## config.mk

```make
export PLATFORM = sky130hd
export DESIGN_NAME = div7_feeder
export DESIGN_NICKNAME = d
export VERILOG_FILES = /design/src/rtl/div7_pkg.sv /design/src/rtl/div7_op_fifo.sv /design/src/rtl/div7_feeder.sv
export SDC_FILE = /design/constraint.sdc
export NUM_CORES = 1
export LEC_CHECK = 0
export ABC_AREA = 1
export CAP_MARGIN = 25
export CORE_MARGIN = 2
export CORE_UTILIZATION = 50
export DETAILED_ROUTE_END_ITERATION = 12
export DONT_BUFFER_PORTS = 1
export GPL_ROUTABILITY_DRIVEN = 0
export REMOVE_ABC_BUFFERS = 1
export SLEW_MARGIN = 25
export SYNTH_ARGS = -nofsm -noshare
export SYNTH_HDL_FRONTEND = slang
export SYNTH_HIERARCHICAL = 1
export SYNTH_SLANG_ARGS = --single-unit
```

## constraint.sdc

```tcl
create_clock -name clk -period 6.3 [get_ports clk]
set_input_delay 0.945 -clock clk [delete_from_list [all_inputs] [get_ports clk]]
set_output_delay 0.945 -clock clk [all_outputs]
set_load 0.05 [all_outputs]
```

## src/rtl/div7_pkg.sv

```systemverilog
// Shared constants and FSM encoding for the divide-by-7 operand feeder.
package div7_pkg;

    localparam int DATA_W        = 16;
    localparam int Q_W           = 14;
    localparam int R_W           = 4;
    localparam int DIV_CYCLES    = 16;
    localparam int DEPTH_DEFAULT = 4;
    // Watchdog default leaves eight cycles of slack over the divider's run time.
    localparam int WDOG_DEFAULT  = DIV_CYCLES + 8;

    typedef enum logic [1:0] {
        ST_IDLE  = 2'd0,
        ST_ISSUE = 2'd1,
        ST_WAIT  = 2'd2,
        ST_HOLD  = 2'd3
    } state_e;

endpackage

```

## src/rtl/div7_op_fifo.sv

```systemverilog
// Operand FIFO: DEPTH x DATA_W, wrap-around pointers, occupancy count.
// Push is ignored when full and pop is ignored when empty.
module div7_op_fifo
    import div7_pkg::*;
#(
    parameter int DEPTH = DEPTH_DEFAULT
) (
    input  logic                      clk,
    input  logic                      rst,
    input  logic                      push_i,
    input  logic [DATA_W-1:0]         wr_data_i,
    input  logic                      pop_i,
    output logic [DATA_W-1:0]         rd_data_o,
    output logic                      full_o,
    output logic                      empty_o,
    output logic [$clog2(DEPTH):0]    level_o
);

    localparam int AW = $clog2(DEPTH);
    localparam int LW = AW + 1;

    logic [DATA_W-1:0] mem_q [DEPTH];
    logic [AW-1:0]     wr_ptr_q, wr_ptr_d;
    logic [AW-1:0]     rd_ptr_q, rd_ptr_d;
    logic [LW-1:0]     count_q, count_d;
    logic              do_push, do_pop;

    assign full_o    = (count_q == LW'(DEPTH));
    assign empty_o   = (count_q == '0);
    assign level_o   = count_q;
    assign rd_data_o = mem_q[rd_ptr_q];
    assign do_push   = push_i && !full_o;
    assign do_pop    = pop_i && !empty_o;

    // Next pointers and occupancy; DEPTH is a power of two so pointers wrap naturally.
    always_comb begin
        wr_ptr_d = wr_ptr_q;
        rd_ptr_d = rd_ptr_q;
        if (do_push) wr_ptr_d = wr_ptr_q + 1'b1;
        if (do_pop)  rd_ptr_d = rd_ptr_q + 1'b1;
        count_d = count_q + LW'(do_push) - LW'(do_pop);
    end

    // Storage array is not reset; only valid entries are ever read.
    always_ff @(posedge clk) begin
        if (do_push) mem_q[wr_ptr_q] <= wr_data_i;
    end

    // Pointer and count registers.
    always_ff @(posedge clk or posedge rst) begin
        if (rst) begin
            wr_ptr_q <= '0;
            rd_ptr_q <= '0;
            count_q  <= '0;
        end else begin
            wr_ptr_q <= wr_ptr_d;
            rd_ptr_q <= rd_ptr_d;
            count_q  <= count_d;
        end
    end

endmodule

```

## src/rtl/div7_feeder.sv

```systemverilog
// Operand queue and sequencer in front of the serial divide-by-7 unit.
// Both streams use valid/ready: a transfer happens on a rising edge where
// valid and ready are both high; valid, once raised, holds its payload
// stable until that transfer.
module div7_feeder
    import div7_pkg::*;
#(
    parameter int DEPTH = DEPTH_DEFAULT,
    parameter int WDOG  = WDOG_DEFAULT
) (
    input  logic                   clk,
    input  logic                   rst,
    input  logic                   in_valid,
    output logic                   in_ready,
    input  logic [15:0]            in_data,
    output logic                   out_valid,
    input  logic                   out_ready,
    output logic [13:0]            out_q,
    output logic [3:0]             out_rem,
    output logic                   div_start,
    output logic [15:0]            div_data,
    input  logic                   div_busy,
    input  logic                   div_valid,
    input  logic [13:0]            div_q,
    input  logic [3:0]             div_rem,
    output logic                   err_timeout,
    output logic [$clog2(DEPTH):0] level,
    output logic [1:0]             dbg_state
);

    localparam int WW = $clog2(WDOG + 1);

    state_e            state_q;
    logic              div_start_q;
    logic [DATA_W-1:0] div_data_q;
    logic              out_valid_q;
    logic [Q_W-1:0]    out_q_q;
    logic [R_W-1:0]    out_rem_q;
    logic              err_timeout_q;
    logic [WW-1:0]     wdog_q;

    logic              fifo_full, fifo_empty, fifo_pop;
    logic [DATA_W-1:0] fifo_head;

    // The divider's busy flag is observed only; sequencing relies on the FSM.
    logic div_busy_unused;
    assign div_busy_unused = div_busy;

    assign fifo_pop = (state_q == ST_IDLE) && !fifo_empty;

    div7_op_fifo #(.DEPTH(DEPTH)) u_fifo (
        .clk       (clk),
        .rst       (rst),
        .push_i    (in_valid),
        .wr_data_i (in_data),
        .pop_i     (fifo_pop),
        .rd_data_o (fifo_head),
        .full_o    (fifo_full),
        .empty_o   (fifo_empty),
        .level_o   (level)
    );

    assign in_ready    = !fifo_full;
    assign div_start   = div_start_q;
    assign div_data    = div_data_q;
    assign out_valid   = out_valid_q;
    assign out_q       = out_q_q;
    assign out_rem     = out_rem_q;
    assign err_timeout = err_timeout_q;
    assign dbg_state   = state_q;

    // Sequencer FSM with registered divider strobe, result register and watchdog.
    // HOLD always lasts at least one cycle, so no start follows a done pulse directly.
    always_ff @(posedge clk or posedge rst) begin
        if (rst) begin
            state_q       <= ST_IDLE;
            div_start_q   <= 1'b0;
            div_data_q    <= '0;
            out_valid_q   <= 1'b0;
            out_q_q       <= '0;
            out_rem_q     <= '0;
            err_timeout_q <= 1'b0;
            wdog_q        <= '0;
        end else begin
            case (state_q)
                ST_IDLE: begin
                    if (!fifo_empty) begin
                        div_data_q  <= fifo_head;
                        div_start_q <= 1'b1;
                        state_q     <= ST_ISSUE;
                    end
                end
                ST_ISSUE: begin
                    div_start_q <= 1'b0;
                    wdog_q      <= '0;
                    state_q     <= ST_WAIT;
                end
                ST_WAIT: begin
                    if (div_valid) begin
                        out_q_q     <= div_q;
                        out_rem_q   <= div_rem;
                        out_valid_q <= 1'b1;
                        state_q     <= ST_HOLD;
                    end else if (wdog_q == WW'(WDOG - 1)) begin
                        // Divider never answered: flag it and drop the operand.
                        err_timeout_q <= 1'b1;
                        state_q       <= ST_IDLE;
                    end else begin
                        wdog_q <= wdog_q + 1'b1;
                    end
                end
                ST_HOLD: begin
                    if (out_ready) begin
                        out_valid_q <= 1'b0;
                        state_q     <= ST_IDLE;
                    end
                end
                default: state_q <= ST_IDLE;
            endcase
        end
    end

endmodule
```

==> run_results.csv <==
group,metric,value,unit
status,status,"complete, no violations",
cells_and_area,drive_gt1_share,10.78,%
synthesis,yosysMostFrequentCell,"nand2_1",
placed_design,placed_area,4922,µm²
worst_hold_path,holdCritPathClass,"primary input to async pin",
clock_network,cts.repair.resized,0,
synthesis,yosysWarningCount,6,
critical_path,critPathMaxFanout,19,
cells_and_area,area_growth,13.40,%
clock_network,hold_buffers,0,
synthesis,synth_cells,481,
floorplanning,io_pins,83,
power,p_leak,2.575,nW
timing,setup_ws,3.184,ns
grt,grt_pass1_vias,2959,
timing,max_freq,320.9,MHz
synthesis,synth-seq-cells,115,
synthesis,synth_area_leaders,"edfxtp_1, dfrtp_1, nand2_1",
timing,clock_skew,0.01696,ns
synthesis,ys.flop_type,"edfxtp_1",
grt,overflow,0,
synthesis,synth.distinct_cells,24,
timing,drv_slew,0,
timing,grt_setup_unrepaired,"no",
grt,grt_max_degree,45,
timing,min_period,3.116,ns
placed_design,hpwl,5.559,mm
drt,wl_met3,664,µm
timing,finalHoldViolations,0,
grt,antenna_found_initial,0,
grt,grt_pass1_wl,14.17,mm
grt,track_usage,18.32,%
clock_network,cts_num_sinks,115,
floorplanning,rows,36,
clock_network,cts_buffers,17,
drt,ant_nets,0,
run,cap_violations,0,
clock_network,root_buffer,"clkbuf_8",
clock_network,htree_levels,4,
placed_design,io_buffers,0,
synthesis,yosysTopAreaCellShare,39.36,%
floorplanning,die_w,102.8,µm
clock_network,clkTransAtPathRegs,0.05,ns
floorplanning,start_util,50.65,%
synthesis,yosysTopAreaCell,"edfxtp_1",
critical_path,required,6.69,ns
clock_network,clk_path_buf_depth,2,
drt,top_layer_used,"met4",
timing,tns,0,ns
synthesis,ys_seq_area_share,65.50,%
clock_network,post_cts_buffers,0,
drt,wl_per_cell,14.19,µm
placed_design,dp_slack,3.166,ns
drt,wl_met1,3.746,mm
synthesis,async_reset_ff_share,44.35,%
power,peakVddDrop,0.0002788,V
drt,wl,8.996,mm
critical_path,worstSetupPathType,"flip-flop to flip-flop",
power,power,0.003333,W
cells_and_area,stdcell_area,5537,µm²
critical_path,worst_setup_path_start_kind,"flip-flop",
timing,hold_ws,0.2582,ns
drt,drtPass1Iterations,4,
drt,vias,3104,
critical_path,endpoint_kind,"flip-flop",
clock_network,clock_latency,0.51,ns
power,p_per_area,602.0,nW/µm²
synthesis,yosys-top-cells-count,"nand2_1, edfxtp_1, dfrtp_1",
drt,drc,0,
floorplanning,dieArea,10570,µm²
cells_and_area,n_antenna_cell,0,
synthesis,syn_area,4882,µm²
synthesis,synth_edf_count,64,
cells_and_area,nets,536,
critical_path,crit_arrival,3.51,ns
floorplanning,coreArea,9639,µm²
timing,tightest_slew,0.7884,ns
floorplanning,die-height,102.8,µm
timing,setup_viol,0,
timing,fin_crit_sh,49.46,%
drt,dr_wl_met2,4.445,mm
drt,viasPerCell,4.896,
drt,first_iter_violations,165,
timing,slew-limit-headroom,47.38,%
synthesis,syn_avg_cell_area,10.15,µm²
clock_network,tritoncts,"built",
==> power by group <==
group	internal, W	switching [W]
Sequential	0.00103	0.000587
Combinational	0.000241	0.000524
Clock	0.000635	0.000319
==> cells by family (layout without fill, tap and decap cells) <==
| group | count (synthesis) | after routing | synth area share [%] |
|---|---|---|---|
| AND/OR/NAND/NOR | 255 | 255 | 21.07 |
| buffers and inverters | 65 | 85 | 7.099 |
| adder cells (fa/ha/maj) | 8 | 8 | 2.204 |
| flip-flops | 115 | 115 | 65.50 |
| AO/OA/AOI/OAI | 38 | 38 | 4.126 |
==> metal layers <==
layer | global-route usage [%] | vias to the layer above
li1 | - | 1536
met1 | 21.59 | 1452
met2 | 30.22 | 101
met3 | 6.847 | 15
met4 | 7.996 | 0
met5 | 0 | -
==> cell usage in the layout, fill, tap and decap left out, types with 3 or more instances in the layout <==
cell,instances
nor2_2,3
nand2_2,4
clkbuf_16,19
inv_1,43
edfxtp_1,64
clkinv_2,4
ha_1,7
inv_2,3
dfrtp_1,51
nand3_1,14
nor2_1,39
clkbuf_8,5
nand2_1,188
buf_4,5
o21ai_1,31
o21ai_0,4
==> final timing paths <==
kind,start,end,slack [ns],depth (start not counted)
worst max-delay path,u_fifo/level_o[1]$_DFF_PP0_,u_fifo/level_o[2]$_DFF_PP0_,3.18,15
worst min-delay path,rst,u_fifo/wr_ptr_q[1]$_DFFE_PP0P_,0.26,1
worst max register to register,u_fifo/level_o[1]$_DFF_PP0_,u_fifo/level_o[2]$_DFF_PP0_,3.18,15
worst min register to register,u_fifo/rd_ptr_q[1]$_DFFE_PP0P_,u_fifo/rd_ptr_q[1]$_DFFE_PP0P_,0.50,2
max in group asynchronous,rst,div_data[9]$_DFFE_PP0P_,5.38,1
min in group clk,u_fifo/rd_ptr_q[1]$_DFFE_PP0P_,u_fifo/rd_ptr_q[1]$_DFFE_PP0P_,0.50,2
==> flip-flops by register name (all words and copies together) (netlist names) <==
name,flops
out_rem,4
err_timeout,1
div_data,16
u_fifo/wr_ptr_q,2
u_fifo/level_o,3
u_fifo/mem_q,64
wdog_q,5
out_q,14
dbg_state,2
out_valid,1
div_start,1
u_fifo/rd_ptr_q,2
==> cell type report <==
| type | count | area, µm² |
|---|---|---|
| clock inverters | 6 | 61.31 |
| well taps | 133 | 166.4 |
| inverters | 48 | 183.9 |
| fillers | 807 | 4103 |
| clock buffers | 26 | 551.8 |
| multi-input cells | 301 | 1338 |
| repair buffers | 5 | 37.54 |
| flip-flops and latches | 115 | 3198 |
==> per-stage QoR <==
step / std cells / util (%)
5_1_grt: 634 / 57.44
3_5_place_dp: 602 / 51.06
6_report: 634 / 57.44
2_1_floorplan: 464 / -
3_3_place_gp: 602 / 51.06
4_1_cts: 634 / 57.42
==> critical path, cell delays in order (launching register included) <==
cell     delay [ns]
dfrtp_1        0.71
nor2_1         0.13
nand2_1        0.18
inv_1          0.06
inv_1          0.07
nand2_2        0.26
inv_2          0.42
nand2_1        0.12
inv_1          0.07
ha_1           0.21
inv_1          0.05
ha_1           0.13
inv_1          0.05
fa_1           0.38
nand3_1        0.09
nand2_1        0.05
Power figures use the tool's default switching activity.
